==> src/rtl/ghost_mover_if.sv <==
// Ghost mover bus: control inputs from the game and chooser, and the
// registered position/motion outputs read by the chooser and renderer.
interface ghost_mover_if #(
    parameter int MAP_W = 18,
    parameter int MAP_H = 5
);
    logic                     enable;
    logic [0:MAP_W*MAP_H-1]   map;
    logic [1:0]               dir_in;
    logic                     caught;
    logic [4:0]               cur_x;
    logic [4:0]               cur_y;
    logic [3:0]               offset;
    logic [1:0]               move_dir;
    logic                     moving;
    logic                     tile_done;

    modport master (
        output enable, map, dir_in, caught,
        input  cur_x, cur_y, offset, move_dir, moving, tile_done
    );

    modport slave (
        input  enable, map, dir_in, caught,
        output cur_x, cur_y, offset, move_dir, moving, tile_done
    );
endinterface

==> src/rtl/ghost_mover.sv <==
// Ghost mover: at each tile centre checks the requested direction against
// the wall map, then walks one tile with a pixel offset, and handles the
// respawn hold after the ghost is caught.
module ghost_mover #(
    parameter int MAP_W         = 18,
    parameter int MAP_H         = 5,
    parameter int TILE_PX       = 16,
    parameter int STEP_DIV      = 1000000,
    parameter int HOME_X        = 8,
    parameter int HOME_Y        = 2,
    parameter int RESPAWN_STEPS = 32
) (
    input  logic          clk,
    input  logic          rst,
    ghost_mover_if.slave  bus
);
    localparam int IW = ($clog2(MAP_W*MAP_H) > 7) ? $clog2(MAP_W*MAP_H) : 7;
    localparam int PW = (STEP_DIV > 1) ? $clog2(STEP_DIV) : 1;
    localparam int HW = (RESPAWN_STEPS > 1) ? $clog2(RESPAWN_STEPS) : 1;

    localparam logic [4:0]    LAST_X = 5'(MAP_W - 1);
    localparam logic [4:0]    LAST_Y = 5'(MAP_H - 1);
    localparam logic [4:0]    HOME_XV = 5'(HOME_X);
    localparam logic [4:0]    HOME_YV = 5'(HOME_Y);
    localparam logic [3:0]    OFF_LAST = 4'(TILE_PX - 1);
    localparam logic [PW-1:0] PRE_LAST = PW'(STEP_DIV - 1);
    localparam logic [HW-1:0] HOLD_LAST = HW'(RESPAWN_STEPS - 1);

    typedef enum logic [1:0] {IDLE, DECIDE, MOVE, HOLD} state_t;

    state_t          state;
    logic [4:0]      pos_x;
    logic [4:0]      pos_y;
    logic [3:0]      off;
    logic [1:0]      dir;
    logic            walking;
    logic            done;
    logic [PW-1:0]   prescale;
    logic [HW-1:0]   hold_cnt;

    logic [4:0]      tgt_x;
    logic [4:0]      tgt_y;
    logic            in_bounds;
    logic            legal;
    logic [IW-1:0]   idx;

    function automatic logic [4:0] step_x(input logic [4:0] x, input logic [1:0] d);
        case (d)
            2'b10:   return x - 5'd1;
            2'b11:   return x + 5'd1;
            default: return x;
        endcase
    endfunction

    function automatic logic [4:0] step_y(input logic [4:0] y, input logic [1:0] d);
        case (d)
            2'b00:   return y - 5'd1;
            2'b01:   return y + 5'd1;
            default: return y;
        endcase
    endfunction

    // Legality of the requested step: bounds first, map lookup only when in bounds
    always_comb begin
        tgt_x     = step_x(pos_x, bus.dir_in);
        tgt_y     = step_y(pos_y, bus.dir_in);
        in_bounds = 1'b0;
        idx       = '0;
        legal     = 1'b0;
        case (bus.dir_in)
            2'b00: in_bounds = (pos_y != 5'd0);
            2'b01: in_bounds = (pos_y < LAST_Y);
            2'b10: in_bounds = (pos_x != 5'd0);
            2'b11: in_bounds = (pos_x < LAST_X);
        endcase
        if (in_bounds) begin
            idx   = IW'(tgt_x) + IW'(tgt_y) * IW'(MAP_W);
            legal = !bus.map[idx];
        end
    end

    // Movement FSM with registered outputs; caught overrides enable and normal flow
    always_ff @(posedge clk) begin
        if (rst) begin
            state    <= IDLE;
            pos_x    <= HOME_XV;
            pos_y    <= HOME_YV;
            off      <= 4'd0;
            dir      <= 2'b00;
            walking  <= 1'b0;
            done     <= 1'b0;
            prescale <= '0;
            hold_cnt <= '0;
        end else begin
            done <= 1'b0;
            if (bus.caught) begin
                pos_x    <= HOME_XV;
                pos_y    <= HOME_YV;
                off      <= 4'd0;
                walking  <= 1'b0;
                prescale <= '0;
                hold_cnt <= '0;
                state    <= HOLD;
            end else if (!bus.enable) begin
                if (state == DECIDE) begin
                    state <= IDLE;
                end
            end else begin
                case (state)
                    IDLE: state <= DECIDE;
                    DECIDE: begin
                        if (legal) begin
                            dir      <= bus.dir_in;
                            prescale <= '0;
                            off      <= 4'd0;
                            walking  <= 1'b1;
                            state    <= MOVE;
                        end
                    end
                    MOVE: begin
                        if (prescale == PRE_LAST) begin
                            prescale <= '0;
                            if (off == OFF_LAST) begin
                                pos_x   <= step_x(pos_x, dir);
                                pos_y   <= step_y(pos_y, dir);
                                off     <= 4'd0;
                                done    <= 1'b1;
                                walking <= 1'b0;
                                state   <= DECIDE;
                            end else begin
                                off <= off + 4'd1;
                            end
                        end else begin
                            prescale <= prescale + PW'(1);
                        end
                    end
                    HOLD: begin
                        if (prescale == PRE_LAST) begin
                            prescale <= '0;
                            if (hold_cnt == HOLD_LAST) begin
                                hold_cnt <= '0;
                                state    <= DECIDE;
                            end else begin
                                hold_cnt <= hold_cnt + HW'(1);
                            end
                        end else begin
                            prescale <= prescale + PW'(1);
                        end
                    end
                    default: state <= IDLE;
                endcase
            end
        end
    end

    assign bus.cur_x     = pos_x;
    assign bus.cur_y     = pos_y;
    assign bus.offset    = off;
    assign bus.move_dir  = dir;
    assign bus.moving    = walking;
    assign bus.tile_done = done;
endmodule
==> src/flat_wrapper.sv <==
// flat-port wrapper written by rule: the top's interface ports become plain ports
module ghost_mover_flat 
#(
    parameter int MAP_W         = 18,
    parameter int MAP_H         = 5,
    parameter int TILE_PX       = 16,
    parameter int STEP_DIV      = 1000000,
    parameter int HOME_X        = 8,
    parameter int HOME_Y        = 2,
    parameter int RESPAWN_STEPS = 32
)
  (clk, rst, bus_enable, bus_map, bus_dir_in, bus_caught, bus_cur_x, bus_cur_y, bus_offset, bus_move_dir, bus_moving, bus_tile_done);
  ghost_mover_if #(.MAP_W(MAP_W), .MAP_H(MAP_H)) bus_i ();
  input  logic clk;
  input  logic rst;
  input wire logic [$bits(bus_i.enable)-1:0] bus_enable;
  input wire logic [$bits(bus_i.map)-1:0] bus_map;
  input wire logic [$bits(bus_i.dir_in)-1:0] bus_dir_in;
  input wire logic [$bits(bus_i.caught)-1:0] bus_caught;
  output wire logic [$bits(bus_i.cur_x)-1:0] bus_cur_x;
  output wire logic [$bits(bus_i.cur_y)-1:0] bus_cur_y;
  output wire logic [$bits(bus_i.offset)-1:0] bus_offset;
  output wire logic [$bits(bus_i.move_dir)-1:0] bus_move_dir;
  output wire logic [$bits(bus_i.moving)-1:0] bus_moving;
  output wire logic [$bits(bus_i.tile_done)-1:0] bus_tile_done;
  assign bus_i.enable = bus_enable;
  assign bus_i.map = bus_map;
  assign bus_i.dir_in = bus_dir_in;
  assign bus_i.caught = bus_caught;
  assign bus_cur_x = bus_i.cur_x;
  assign bus_cur_y = bus_i.cur_y;
  assign bus_offset = bus_i.offset;
  assign bus_move_dir = bus_i.move_dir;
  assign bus_moving = bus_i.moving;
  assign bus_tile_done = bus_i.tile_done;
  ghost_mover #(.MAP_W(MAP_W), .MAP_H(MAP_H), .TILE_PX(TILE_PX), .STEP_DIV(STEP_DIV), .HOME_X(HOME_X), .HOME_Y(HOME_Y), .RESPAWN_STEPS(RESPAWN_STEPS)) u_core (.clk(clk), .rst(rst), .bus(bus_i));
endmodule
==> config.mk <==
export PLATFORM = sky130hd
export DESIGN_NAME = ghost_mover_flat
export DESIGN_NICKNAME = d
export VERILOG_FILES = /design/src/rtl/ghost_mover_if.sv /design/src/rtl/ghost_mover.sv /design/src/flat_wrapper.sv
export SDC_FILE = /design/constraint.sdc
export NUM_CORES = 1
export LEC_CHECK = 0
export CAP_MARGIN = 20
export CORE_MARGIN = 3
export CORE_UTILIZATION = 35
export CTS_BUF_LIST = sky130_fd_sc_hd__clkbuf_16
export CTS_CLUSTER_SIZE = 16
export DETAILED_ROUTE_END_ITERATION = 8
export PLACE_DENSITY = 0.66
export SYNTH_ARGS = -nofsm -noshare
export SYNTH_HDL_FRONTEND = slang
export SYNTH_SLANG_ARGS = --single-unit
==> constraint.sdc <==
create_clock -name clk -period 5.1 [get_ports clk]
set_input_delay 0.765 -clock clk [delete_from_list [all_inputs] [get_ports clk]]
set_output_delay 0.765 -clock clk [all_outputs]
set_load 0.05 [all_outputs]
Word level (Yosys, flattened, before mapping). Index checks and enable logic that the tools add are counted.

Bitwise logic cells: 5. Equal/unequal tests: 20. Order comparisons: 3. Reduce and logical (&&, ||, !) cells: 22. Add/sub/neg operators: 8. Multipliers: 1. Multiplexer cells: 31.

Operators with widths (number): two-way mux 20 bit (2); case mux 20 bit (2 select lines) (1); case mux 5 bit (2 select lines) (4); adder 20 x 1 -> 20 bit (second input constant) (1); equality test 20 bit (second input constant) (1); inequality test 4 x 3 -> 1 bit (second input constant) (5); two-way mux 2 bit (8); adder 5 x 1 -> 5 bit (second input constant) (3); AND reduction 5 bit (3); equality test 2 bit (second input constant) (6); two-way mux 4 bit (3); nonzero test 5 bit (2); subtractor 5 x 1 -> 5 bit (second input constant) (2); greater-or-equal comparator 8 bit (second input constant) (1); NOT 7 -> 8 bit (1); case mux 2 bit (4 select lines) (1); case mux 4 bit (2 select lines) (1); AND reduction 4 bit (2); nonzero test 2 bit (4); adder 5 x 7 -> 7 bit (1); binary-select mux 1 bit (select 7 bit) (1); two-way mux 1 bit (7); equality test 2 x 1 -> 1 bit (second input constant) (3); zero test 2 bit (3); 17 further kinds (24).

Flip-flop bits (word level): 45. Input bits: 96. Output and inout port bits: 18.

Depth between registers and ports, before layout.
Depth in word-level cells: 14. Gate-level depth with buffers: 22. Gate-level depth less buffers: 17.

Least setup slack after synthesis. OpenSTA, ideal clock, no wires.

Path type: register to register. Start: register u_core.pos_x[0], in the netlist u_core.bus.cur_x[0]. End: register u_core.prescale[10]. Library setup time: 0.071 ns. Data arrival time: 4.587 ns. Data required time: 5.029 ns. Slack: 0.442 ns. Cell stages (with the launch flop): 21. Buffers on the path: 4. Path through: dfxtp_1 -> buf_4 -> inv_1 -> ha_1 -> xnor2_1 -> nand2_1 -> o21ai_0 -> ha_1 -> inv_1 -> fa_1 -> clkbuf_1 -> clkbuf_1 -> mux4_2 -> mux2i_1 -> nand4_1 -> o211a_1 -> o211ai_2 -> a21boi_2 -> buf_6 -> or4_1 -> a21oi_1.

Word-level cells in the longest chain between the ends: 11.

RTL lines: start: declaration (RTL line ghost_mover.sv:32) `logic [4:0] pos_x;`; start signal: assignment (RTL line ghost_mover.sv:124) `pos_x <= step_x(pos_x, dir);`; adder 5 x 1 -> 5 bit or subtractor 5 x 1 -> 5 bit (tied branches) (RTL line ghost_mover.sv:50, ghost_mover.sv:49); case mux 5 bit (2 select lines) (RTL line ghost_mover.sv:48) `case (d)`; adder 5 x 7 -> 7 bit (RTL line ghost_mover.sv:77) `idx = IW'(tgt_x) + IW'(tgt_y) * IW'(MAP_W);`; NOT 7 -> 8 bit (implied by the code) (RTL line ghost_mover.sv:78) `legal = !bus.map[idx];`; binary-select mux 1 bit (select 7 bit) (RTL line ghost_mover.sv:78); two-way mux 1 bit (implied by the code) (2 in series) (RTL line ghost_mover.sv:78); zero test 1 bit (RTL line ghost_mover.sv:78); two-way mux 1 bit * (RTL line ghost_mover.sv:76) `if (in_bounds) begin`; inequality test 2 x 1 -> 1 bit (no line) *; AND reduction 3 bit (no line) *; end signal: assignment (RTL line ghost_mover.sv:134) `prescale <= prescale + PW'(1);`; end signal: assignment (RTL line ghost_mover.sv:147) `prescale <= prescale + PW'(1);`; end: declaration (RTL line ghost_mover.sv:38) `logic [PW-1:0] prescale;`.

Every way passes the cells marked *; elsewhere a longest branch is shown, timed or not. The select of a mux whose other input is x is not followed. A chain may end at the register's enable or synchronous reset.

Worst setup path in the final report.
Start: input port bus_dir_in[0]. End: register u_core.prescale[13].

Word-level cells in the longest chain between the ends: 12.

RTL lines: start: declaration (RTL line flat_wrapper.sv:18) `input wire logic [$bits(bus_i.dir_in)-1:0] bus_dir_in;`; equality test 2 x 1 -> 1 bit or zero test 2 bit (tied branches) (RTL line ghost_mover.sv:56, ghost_mover.sv:70); case mux 5 bit (2 select lines) (RTL line ghost_mover.sv:56) `case (d)`; multiplier 5 x 4 -> 6 bit (RTL line ghost_mover.sv:77); adder 5 x 7 -> 7 bit (RTL line ghost_mover.sv:77); NOT 7 -> 8 bit (implied by the code) (RTL line ghost_mover.sv:78); binary-select mux 1 bit (select 7 bit) (RTL line ghost_mover.sv:78); two-way mux 1 bit (implied by the code) (2 in series) (RTL line ghost_mover.sv:78); zero test 1 bit (RTL line ghost_mover.sv:78); two-way mux 1 bit * (RTL line ghost_mover.sv:76); inequality test 2 x 1 -> 1 bit (no line) *; AND reduction 3 bit (no line) *.

Marks and branches as above.

==> reports/qor.csv <==
metric,value,unit
status,"finished, final reports clean",
CP Cell Sequence,clkdlybuf4s50_1 > buf_4 > xnor2_1 > nand2_1 > o21ai_0 > ha_1 > inv_1 > fa_1 > buf_12 > nor3b_1 > mux2i_1 > a41oi_1 > or4_1 > o311ai_2 > o211ai_2 > a21boi_2 > buf_12 > o21ai_4 > a21oi_1,
WL/cell,16.4,µm
launch point of the worst path,bus_dir_in[0],
PwrDens,197,nW/µm²
top-area cell type share of the netlist area,23.3,%
Nets,701,
layout cells sized above 1,6.78,%
"Seq/Total Area, Yosys",23.3,%
Slew @ Worst Pin,0.802,ns
Final Wtd Congestion,0.954,
residual DRC count,0,
CP Launch Type,primary input,
critical path arrival,4.79,ns
most common cell in the synthesized netlist,nand2_1,
TNS Setup,0,ns
worst setup path category,primary input to register,
clock buffer depth,2,
Slew HR,46.3,%
fin crit period,4.59,ns
Yosys Warn Count,0,
DP HPWL,9.09,mm
drt first pass iters,5,
Syn Nets,597,
number of clock sinks,45,
final hold slack,0.491,ns
Slew Limit Fails,0,
final hold violation count,0,
Post-synth EDFFs,0,
buffer and inverter count on the worst path,5,
Post-Syn Area per Cell,7.96,µm²
Die H,111,µm
initial antenna violation count,0,
die area,12300,µm²
Critical Path RT,5.31,ns
n_diodes,0,
DR iter-0 viols,337,
"most used cell, CP",buf_12,
most area-consuming cells after synthesis,"dfxtp_1, mux2i_1, a21oi_1",
root buf cell,clkbuf_16,
"area leader, netlist",dfxtp_1,
Synth Instances,485,
Hold Crit Start,u_core.prescale[19],
FP Rows,37,
Worst path max stage delay,0.53,ns
Yosys reg bits,45,
VDD IR max,134,µV
drt via density,5.55,
Leak,1.97,nW
TritonCTS clock tree,built,
Worst Hold Class,register to register,
routed wire length,11.9,mm
port buffer count,113,
Chip Width,111,µm
Unique masters post-synth,63,
I/O Pins,114,
Crit Path Max Fanout,39,
"Remaining Overflow, GRT",0,
htree depth,2,
vias after detailed routing,4030,
Tcrit/Tclk final,89.9,%
"FFs w/ async S/R, synth",0,%
Final Util,50.8,%
Worst path slowest cell,or4_1,
initial core utilization,36.7,%
Non-Filler Instances,726,
total track usage,18.7,%
crit path capture type,register,
Max Clock Freq,218,MHz
kind of cell adding the most delay to the critical path,buffers and inverters,
Clock Skew,0.00564,ns
postcts setup bufs,0,
first-pass GRT wire length,19.5,mm
clk slew on worst S/H paths,0.06,ns
RSZ-0062 raised after global routing,no,
Num CTS Buffers,5,
Critical R2R Launch,u_core.bus.cur_x[1],
area grow syn2layout,38.4,%
top post-synthesis cells by count,"nand2_1, dfxtp_1, a21oi_1, nor2_1, mux2i_1",
"Clk Latency, worst-skew pair",0.28,ns
via count of the first global-routing pass,3868,
Final ANT Viol Nets,0,
placed insts,718,
final setup fails,0,
Core Box Area,10500,µm²
max_cap viols,0,
largest net degree at the start of global routing,40,
Post-Synthesis Cell Area,3860,µm²
Synth Flop Type,dfxtp_1,
## timing repair
action                     CTS  global route
hold buffers                 0             0
gates resized for setup      0             1
setup endpoints to repair    0             1
## cell families (layout without fill, tap and decap cells)
group,after synthesis,count (layout),share of synthesized area (%)
fa+ha+maj,16,16,5.38
xor+xnor,26,26,7.23
simple gates,204,204,27.7
mux,44,44,13.4
flops,45,45,23.3
compound gates,109,109,17.9
buf+inv,41,146,5.02
## tightest hold or removal path, cell delays in order, from the launching register on
cell and delay [ns]:
dfxtp_1 0.32, o21ai_0 0.07, a21oi_1 0.06
## metrics by stage
stage | area [µm²] | power [mW] | worst slack [ns]
3_5_place_dp | 5140 | 0.645 | 0.0742
4_1_cts | 5340 | 1.06 | 0.395
6_report | 5340 | 1.05 | 0.514
3_3_place_gp | 5140 | 0.641 | 0.252
2_1_floorplan | 3860 | 0.520 | 0.442
5_1_grt | 5340 | 1.10 | 0.233
## flip-flops by register name (all words and copies together), names as in the netlist
register              cells
u_core.bus.moving         1
u_core.bus.cur_y          5
u_core.hold_cnt           5
u_core.state              2
u_core.bus.cur_x          5
u_core.prescale          20
u_core.bus.tile_done      1
u_core.bus.move_dir       2
u_core.bus.offset         4
## layout make-up
class | instances | area [µm²]
Fill cell | 1009 | 5170
Multi-Input combinational cell | 399 | 2770
Clock buffer | 5 | 125
Clock inverter | 3 | 65.1
Timing Repair Buffer | 125 | 1260
Tap cell | 136 | 170
Inverter | 13 | 48.8
Sequential cell | 45 | 901
## path summary, 6_finish.rpt
check                        end  slack, ns  cells past startpoint
min reg2reg  u_core.prescale[19]       0.49                      2
min          u_core.prescale[19]       0.49                      2
max reg2reg  u_core.prescale[13]       0.81                     19
max          u_core.prescale[13]       0.51                     19
## layout by cell type (no fill, tap or decap), types with 7 or more instances in the layout
cell	count
clkdlybuf4s50_1	113
and3_1	11
or4_1	8
nand4_1	9
ha_1	15
inv_1	13
nor3b_1	13
xor2_1	7
or3_1	16
o21ai_0	21
nand2_1	51
xnor2_1	16
nand3_1	22
buf_4	9
nor2_1	33
nor3_1	13
mux2i_1	31
dfxtp_1	45
a21oi_1	40
## power by group
part | internal [mW] | leakage (nW) | switching, mW
sequential | 0.354 | 0.363 | 0.00462
combinational | 0.150 | 1.52 | 0.133
clock | 0.280 | 0.0938 | 0.134
total | 0.784 | 1.97 | 0.271
## layer usage
layer / vias up / part of all wire (%) / track usage (%)
li1: 1989 / - / -
met1: 1880 / 46 / 25.3
met2: 150 / 46 / 31.3
met5: - / 0 / 0
met4: 0 / 1.1 / 3.65
met3: 11 / 6.6 / 3.38
Power figures use the tool's default switching activity.
